===== config.mk =====
export PLATFORM = sky130hd
export DESIGN_NAME = pll_scan_loader_flat
export DESIGN_NICKNAME = d
export VERILOG_FILES = /design/src/rtl/pll_scan_pkg.sv /design/src/rtl/pll_scan_loader_if.sv /design/src/rtl/pll_scan_loader.sv /design/src/flat_wrapper.sv
export SDC_FILE = /design/constraint.sdc
export NUM_CORES = 1
export LEC_CHECK = 0
export CAP_MARGIN = 20
export CORE_MARGIN = 4
export CORE_UTILIZATION = 50
export DETAILED_ROUTE_END_ITERATION = 12
export PLACE_DENSITY = 0.77
export SETUP_SLACK_MARGIN = 0.05
export SKIP_CTS_REPAIR_TIMING = 1
export SLEW_MARGIN = 25
export SYNTH_ARGS = -nofsm -noshare
export SYNTH_HDL_FRONTEND = slang
export SYNTH_SLANG_ARGS = --single-unit
export TNS_END_PERCENT = 20

===== constraint.sdc =====
create_clock -name clock -period 5 [get_ports clock]
set_input_delay 0.5 -clock clock [delete_from_list [all_inputs] [get_ports clock]]
set_output_delay 0.5 -clock clock [all_outputs]
set_load 0.02 [all_outputs]

===== src/rtl/pll_scan_pkg.sv =====
// Shared types and defaults for the PLL scan-chain reconfiguration loader.
package pll_scan_pkg;

  typedef enum logic [2:0] {
    ST_IDLE,
    ST_READ,
    ST_DRAIN,
    ST_WAIT_RECONF,
    ST_UPDATE,
    ST_WAIT_DONE,
    ST_WAIT_LOCK
  } scan_state_e;

  localparam int ADDR_W           = 8;
  localparam int TMO_W            = 8;
  localparam int DEF_SCAN_BITS    = 144;
  localparam int DEF_ROM_LATENCY  = 2;
  localparam int DEF_DONE_TIMEOUT = 255;
  localparam int RECONF_TIMEOUT   = 16;

endpackage


===== src/rtl/pll_scan_loader_if.sv =====
// Config-ROM and PLL scan-port signals seen by the loader (master) and by the ROM/PLL side (slave).
interface pll_scan_loader_if;
  import pll_scan_pkg::*;

  logic [ADDR_W-1:0] rom_address;
  logic              rom_read_ena;
  logic              rom_q;
  logic              rom_reconfig;
  logic              pll_scandata;
  logic              pll_scanclkena;
  logic              pll_configupdate;
  logic              pll_scandone;
  logic              pll_locked;

  modport master (
    output rom_address, rom_read_ena, pll_scandata, pll_scanclkena, pll_configupdate,
    input  rom_q, rom_reconfig, pll_scandone, pll_locked
  );

  modport slave (
    input  rom_address, rom_read_ena, pll_scandata, pll_scanclkena, pll_configupdate,
    output rom_q, rom_reconfig, pll_scandone, pll_locked
  );

endinterface


===== src/rtl/pll_scan_loader.sv =====
// Streams SCAN_BITS config bits from a ROM into a PLL scan chain, then applies
// the update and waits for scandone and lock, flagging a sticky error on timeout.
module pll_scan_loader
  import pll_scan_pkg::*;
#(
  parameter int SCAN_BITS    = DEF_SCAN_BITS,
  parameter int ROM_LATENCY  = DEF_ROM_LATENCY,
  parameter int DONE_TIMEOUT = DEF_DONE_TIMEOUT
) (
  input  logic              clock,
  input  logic              reset_n,
  input  logic              start,
  pll_scan_loader_if.master scan,
  output logic              busy,
  output logic              done,
  output logic              error
);

  localparam logic [ADDR_W-1:0] LAST_ADDR   = ADDR_W'(SCAN_BITS - 1);
  localparam logic [TMO_W-1:0]  RECONF_LAST = TMO_W'(RECONF_TIMEOUT - 1);
  localparam logic [TMO_W-1:0]  DONE_LAST   = TMO_W'(DONE_TIMEOUT - 1);

  scan_state_e          state;
  logic [TMO_W-1:0]     tmo;
  logic                 reconf_lat;
  logic                 scandone_q;
  logic [ROM_LATENCY:0] vld_p;
  logic                 data_p0;

  function automatic logic [TMO_W-1:0] sat_inc(input logic [TMO_W-1:0] v);
    return (&v) ? v : v + TMO_W'(1);
  endfunction

  // ROM read-enable delay line and registered ROM data: stage ROM_LATENCY
  // lines up with the bit fetched ROM_LATENCY+1 cycles earlier.
  always_ff @(posedge clock or negedge reset_n) begin
    if (!reset_n) begin
      vld_p      <= '0;
      data_p0    <= 1'b0;
      scandone_q <= 1'b0;
    end else begin
      vld_p[0] <= scan.rom_read_ena;
      for (int i = 1; i <= ROM_LATENCY; i++) vld_p[i] <= vld_p[i-1];
      data_p0    <= scan.rom_q;
      scandone_q <= scan.pll_scandone;
    end
  end

  assign scan.pll_scanclkena = vld_p[ROM_LATENCY];
  assign scan.pll_scandata   = data_p0;
  assign busy                = (state != ST_IDLE);

  // Every transition below also clears tmo, so it always counts cycles in the current state.
  always_ff @(posedge clock or negedge reset_n) begin
    if (!reset_n) begin
      state                 <= ST_IDLE;
      tmo                   <= '0;
      reconf_lat            <= 1'b0;
      scan.rom_address      <= '0;
      scan.rom_read_ena     <= 1'b0;
      scan.pll_configupdate <= 1'b0;
      done                  <= 1'b0;
      error                 <= 1'b0;
    end else begin
      tmo                   <= sat_inc(tmo);
      done                  <= 1'b0;
      scan.pll_configupdate <= 1'b0;
      case (state)
        ST_IDLE: begin
          tmo <= '0;
          // A start landing on the done cycle belongs to the finished operation.
          if (start && !done) begin
            error             <= 1'b0;
            reconf_lat        <= 1'b0;
            scan.rom_address  <= '0;
            scan.rom_read_ena <= 1'b1;
            state             <= ST_READ;
          end
        end
        ST_READ: begin
          if (scan.rom_address == LAST_ADDR) begin
            scan.rom_read_ena <= 1'b0;
            state             <= ST_DRAIN;
            tmo               <= '0;
          end else begin
            scan.rom_address <= scan.rom_address + ADDR_W'(1);
          end
        end
        ST_DRAIN: begin
          if (scan.rom_reconfig) reconf_lat <= 1'b1;
          if (!(|vld_p)) begin
            state <= ST_WAIT_RECONF;
            tmo   <= '0;
          end
        end
        ST_WAIT_RECONF: begin
          if (scan.rom_reconfig || reconf_lat) begin
            reconf_lat            <= 1'b0;
            scan.pll_configupdate <= 1'b1;
            state                 <= ST_UPDATE;
            tmo                   <= '0;
          end else if (tmo == RECONF_LAST) begin
            error <= 1'b1;
            state <= ST_IDLE;
            tmo   <= '0;
          end
        end
        ST_UPDATE: begin
          state <= ST_WAIT_DONE;
          tmo   <= '0;
        end
        ST_WAIT_DONE: begin
          if (scan.pll_scandone && !scandone_q) begin
            state <= ST_WAIT_LOCK;
            tmo   <= '0;
          end else if (tmo == DONE_LAST) begin
            error <= 1'b1;
            state <= ST_IDLE;
            tmo   <= '0;
          end
        end
        ST_WAIT_LOCK: begin
          if (scan.pll_locked) begin
            done  <= 1'b1;
            state <= ST_IDLE;
            tmo   <= '0;
          end else if (tmo == DONE_LAST) begin
            error <= 1'b1;
            state <= ST_IDLE;
            tmo   <= '0;
          end
        end
        default: begin
          state <= ST_IDLE;
          tmo   <= '0;
        end
      endcase
    end
  end

endmodule


===== src/flat_wrapper.sv =====
// flat-port wrapper written by rule: the top's interface ports become plain ports
module pll_scan_loader_flat import pll_scan_pkg::*;
#(
  parameter int SCAN_BITS    = DEF_SCAN_BITS,
  parameter int ROM_LATENCY  = DEF_ROM_LATENCY,
  parameter int DONE_TIMEOUT = DEF_DONE_TIMEOUT
)
  (clock, reset_n, start, busy, done, error, scan_rom_address, scan_rom_read_ena, scan_pll_scandata, scan_pll_scanclkena, scan_pll_configupdate, scan_rom_q, scan_rom_reconfig, scan_pll_scandone, scan_pll_locked);
  pll_scan_loader_if scan_i ();
  input  logic clock;
  input  logic reset_n;
  input  logic start;
  output logic busy;
  output logic done;
  output logic error;
  output wire logic [$bits(scan_i.rom_address)-1:0] scan_rom_address;
  output wire logic [$bits(scan_i.rom_read_ena)-1:0] scan_rom_read_ena;
  output wire logic [$bits(scan_i.pll_scandata)-1:0] scan_pll_scandata;
  output wire logic [$bits(scan_i.pll_scanclkena)-1:0] scan_pll_scanclkena;
  output wire logic [$bits(scan_i.pll_configupdate)-1:0] scan_pll_configupdate;
  input wire logic [$bits(scan_i.rom_q)-1:0] scan_rom_q;
  input wire logic [$bits(scan_i.rom_reconfig)-1:0] scan_rom_reconfig;
  input wire logic [$bits(scan_i.pll_scandone)-1:0] scan_pll_scandone;
  input wire logic [$bits(scan_i.pll_locked)-1:0] scan_pll_locked;
  assign scan_rom_address = scan_i.rom_address;
  assign scan_rom_read_ena = scan_i.rom_read_ena;
  assign scan_pll_scandata = scan_i.pll_scandata;
  assign scan_pll_scanclkena = scan_i.pll_scanclkena;
  assign scan_pll_configupdate = scan_i.pll_configupdate;
  assign scan_i.rom_q = scan_rom_q;
  assign scan_i.rom_reconfig = scan_rom_reconfig;
  assign scan_i.pll_scandone = scan_pll_scandone;
  assign scan_i.pll_locked = scan_pll_locked;
  pll_scan_loader #(.SCAN_BITS(SCAN_BITS), .ROM_LATENCY(ROM_LATENCY), .DONE_TIMEOUT(DONE_TIMEOUT)) u_core (.clock(clock), .reset_n(reset_n), .start(start), .scan(scan_i), .busy(busy), .done(done), .error(error));
endmodule

# Word level (Yosys, flattened, before mapping)
# Cells that the tools add are included.
# word_totals
word_cells,88
input_bits,7
out_inout_bits,15
regBits,29
# classes
n_eq_ne,20
muxes,38
reduce_logical,17
n_addsub,2
# op_table
cell,count
$mux 8,10
$pmux 8 s5,1
$mux 3,8
$pmux 3 s7,1
$add 8x1->8 const B,2
$eq 8x8->1 const B,2
$pmux 8 s2,1
$mux 1,14
$ne 2x2->1 const B,6
$eq 3x3->1 const B,3
$eq 8x4->1 const B,1
$ne 2x1->1 const B,4
$reduce_and 4->1,2
$reduce_and 8->1,1
$eq 3x2->1 const B,2
$reduce_and 3->1,2
$reduce_and 6->1,1
$reduce_bool 3->1,2
$pmux 1 s4,1
$reduce_bool 4->1,1
$eq 3x1->1 const B,1
$logic_not 3->1,1
$ne 3x1->1 const B,1
$pmux 1 s3,1
other kinds (6),8

# Depth between registers and ports, before layout
# depth
depth_word,5
ltp_mapped,7
ltp_nobuf,6

# Worst setup path before layout
# OpenSTA, ideal clock, no wires.
# synth_path
path_kind,register -> register
startpoint,reg u_core.tmo[5]
endpoint,reg u_core.tmo[1]
required_ns,4.855
setup_slack_ns,3.151
path_stages_with_launch,5
setup_time_ns,0.145
path_buffers,0
synth_period_minus_slack_ns,1.849
arrival_time_ns,1.705
cell_sequence,dfrtp_1 > or4_1 > o211a_1 > a311oi_4 > a221oi_1
# synth_via
elab_chain_len,5
elab_cells_between_ends,12
classes_between,eq/ne (2); mux (9); reduce/logical (1)
# synth_lines
item,line,source
"start, declared",pll_scan_loader.sv:24,logic [TMO_W-1:0] tmo;
"start signal, assigned",pll_scan_loader.sv:65,tmo <= sat_inc(tmo);
$reduce_and 8->1,pll_scan_loader.sv:31,return (&v) ? v : v + TMO_W'(1);
$mux 8,pll_scan_loader.sv:31,
$mux 8 (on tied branches),"pll_scan_loader.sv:116, pll_scan_loader.sv:127, pll_scan_loader.sv:102",
$mux 8 (on tied branches),"pll_scan_loader.sv:123, pll_scan_loader.sv:97, pll_scan_loader.sv:113",
$pmux 8 s5 *,pll_scan_loader.sv:68,case (state)
# Mark *: on every way between the ends. The rest lies on a longest branch, timed or not.
# A chain may end at the register's enable or synchronous reset.

# Worst setup path in the final report
# layout_path
startpoint,reg u_core.state[1]
endpoint,out busy
# layout_via
elab_chain_len,1
# layout_lines
item,line,source
"start, declared",pll_scan_loader.sv:23,scan_state_e state;
"start signal, assigned",pll_scan_loader.sv:56,state <= ST_IDLE;
"start signal, assigned",pll_scan_loader.sv:77,state <= ST_READ;
"start signal, assigned",pll_scan_loader.sv:83,state <= ST_DRAIN;
$reduce_bool 3->1,pll_scan_loader.sv:51,assign busy = (state != ST_IDLE);
"end, declared",flat_wrapper.sv:13,output logic busy;
# Every way passes these cells.

==> metrics <==
outcome=finished, final reports clean; detailed-route via count=1325; Async S/R FF share, synth=100%; area post-placement=1770 sq um; synth cell count leaders=29 x dfrtp_1, 15 x nand2_1, 14 x nor2_1; CTS tree=yes; initial DRC count=63; worst path cell trace=or3_1 > clkdlybuf4s50_1; routed wire length=3430 um; net switching power=0.000379 W; Sequential Power Share=42.1%; Worst Path Max Fanout=18; GP Congestion=0.852; Worst Hold Launch=u_core.vld_p[0]$_DFF_PN0_; RSZ-0062 raised after global routing=no; Starting Density=53.9%; worst-margin pin slew=727 ps; die area=4030 sq um; CORE AREA=2850 sq um; hold path depth=0; worst IR drop on VDD=0.320 mV; Reg-to-Reg End=u_core.tmo[6]$_DFF_PN0_; Final Cell Area=1830 sq um; Pwr Density=492 nW/um^2; initial antenna violation count=0; first-pass GRT wire length=6190 um; vias in the first global route=1302; post-route ant nets=0; Worst Setup Start Kind=flip-flop; clock sinks=29; DIE HEIGHT=63.5 um; Max Clk Rate=0.410 GHz; CTS max path bufs=2; Inserted Clock Buffers=5; DR vias/cell=6.25; Top FF cell, synth=dfrtp_1; Synth Instances=158; std cell rows=19; Critical Path RT=4500 ps; Post-synth EDFFs=0; Logic pwr share=41.7%; Hold Vio Cnt, Final=0; Area growth syn-to-layout=18.8%; Antenna diodes=0; crit path buf inv count=1; drt first pass iters=4; DP HPWL=2380 um; Mean Syn Cell Area=9.74 sq um; IO Port Bufs=21; max incr delay on CP=590 ps; Tmin final=2440 ps; post-synth top area cell=dfrtp_1; H-tree Lvls=2; Hold Path Class=flip-flop to flip-flop; P_int=0.000521 W; Pleak=0.784 nW; Synth Register Bits=29; origin of the critical flop-to-flop path=u_core.tmo[4]$_DFF_PN0_; CTS clk-pin slew, worst paths=90 ps; post-synthesis sequential area ratio=47.2%; yosys warns=0; I/O pin count=22; fin crit share=48.7%; Final Setup Violations=0; switching share of power=42.2%; nets@finish=191; GR Util All Layers=19.5%; clock share of power=16.2%; max-cap violation count=0; layout cells sized above 1=7.73%; Hold EP=u_core.vld_p[1]$_DFF_PN0_; Die Span X=63.5 um; crit path DAT=1940 ps; Synth Cell Area=1540 sq um; wire per inst=16.2 um; R2R depth=4; most frequent cell after synthesis=dfrtp_1; Slowest-stage cell, CP=dfrtp_1; r2r setup slk=2890 ps; Root Driver=clkbuf_4; syn_nets=168; Max-slew headroom=51.6%; Overflow after GRT=0; Post-route DRC=0; Skew-Pair Late Insertion Delay=320 ps; critical path capture point type=output pin; Worst Skew=4.79 ps; Worst Path Class, Setup=flip-flop to output pin; synth top area cells=dfrtp_1 47%, nand2_1 3.7%, nor2_1 3.4%; largest net degree at the start of global routing=30; Max Slew Vio Count=0; Synth cell types=45; top cell type's share of synthesized area=47.2%; largest delay contributor family on the critical path=flip-flops; setup TNS=0 ps
==> cell usage in the layout, fill, tap and decap left out, types with 5 or more instances in the layout <==
cell type and instances:
inv_1 6, o21ai_0 7, dfrtp_1 29, nor2_1 14, clkbuf_4 5, and3_1 6, nand3_1 9, nand2_1 15
clkdlybuf4s50_1 21, a21oi_1 6
==> power by group through the flow <==
stage,clock network (W),logic [W],registers [W]
final,0.000146,0.000376,0.000379
after detailed placement,0,0.000375,0.000382
after CTS,0.000148,0.000377,0.000378
after floorplan,0,0.000270,0.000361
after global placement,0,0.000366,0.000377
after global routing,0.000164,0.000417,0.000393
==> area by class of cell <==
type                       instances  area, sq um
inverter                           6         22.5
fill                             252         1020
sequential                        29          726
timing repair buffer              22          218
clock buffer                       7         55.1
multi-input combinational        117          768
tap                               31         38.8
==> cell families (layout without fill, tap and decap cells) <==
logic type / count (synthesis) / after routing / synth area share, %
AOI/OAI and AO/OA: 38 / 38 / 18.0
xor gates and xnor gates: 8 / 8 / 4.55
adders and majority gates: 3 / 3 / 2.44
buffers and inverters: 12 / 35 / 3.17
DFF: 29 / 29 / 47.2
muxes: 1 / 1 / 0.650
and+or+nand+nor: 67 / 67 / 24.0
==> state kept, by name, indices dropped and copies added (netlist names), 3 cells and up <==
signal and cells:
u_core.state 3, u_core.tmo 8, u_core.scan.rom_address 8, u_core.vld_p 3
==> worst max-delay path by stage <==
stage          depth (start not counted)                     endpoint                                   start
6_report                               2                         busy             u_core.state[1]$_DFFE_PN0P_
5_1_grt                                2                         busy             u_core.state[1]$_DFFE_PN0P_
4_1_cts                                2                         busy             u_core.state[1]$_DFFE_PN0P_
3_5_place_dp                           5      u_core.tmo[6]$_DFF_PN0_                       scan_pll_scandone
3_3_place_gp                           3  u_core.state[0]$_DFFE_PN0P_  u_core.scan.rom_address[4]$_DFFE_PN0P_
2_1_floorplan                          4      u_core.tmo[1]$_DFF_PN0_                 u_core.tmo[5]$_DFF_PN0_
==> worst reg2reg max path, stage by stage (launching register included) <==
cell and delay, ps:
dfrtp_1 460, or4_1 560, o211a_1 280, a311oi_4 470, a221oi_1 180
==> per-stage QoR <==
step	total power [W]	util (%)	cells	hold WS, ps	setup WS, ps
floorplan	0.000631	-	158	204	3150
global route	0.000974	64.1	212	399	2480
detailed placement	0.000756	62.1	205	368	2800
CTS	0.000903	64.1	212	388	2550
global placement	0.000742	62.0	205	367	2660
finish	0.000900	64.1	212	385	2560
==> routing by layer <==
| metal | part of all wire (%) | track usage, % |
|---|---|---|
| met1 | 43 | 23.2 |
| met2 | 51 | 33.0 |
| met3 | 4.6 | 5.68 |
| met4 | 1.5 | 7.55 |
| met5 | 0 | 0 |
Power figures use the tool's default switching activity.
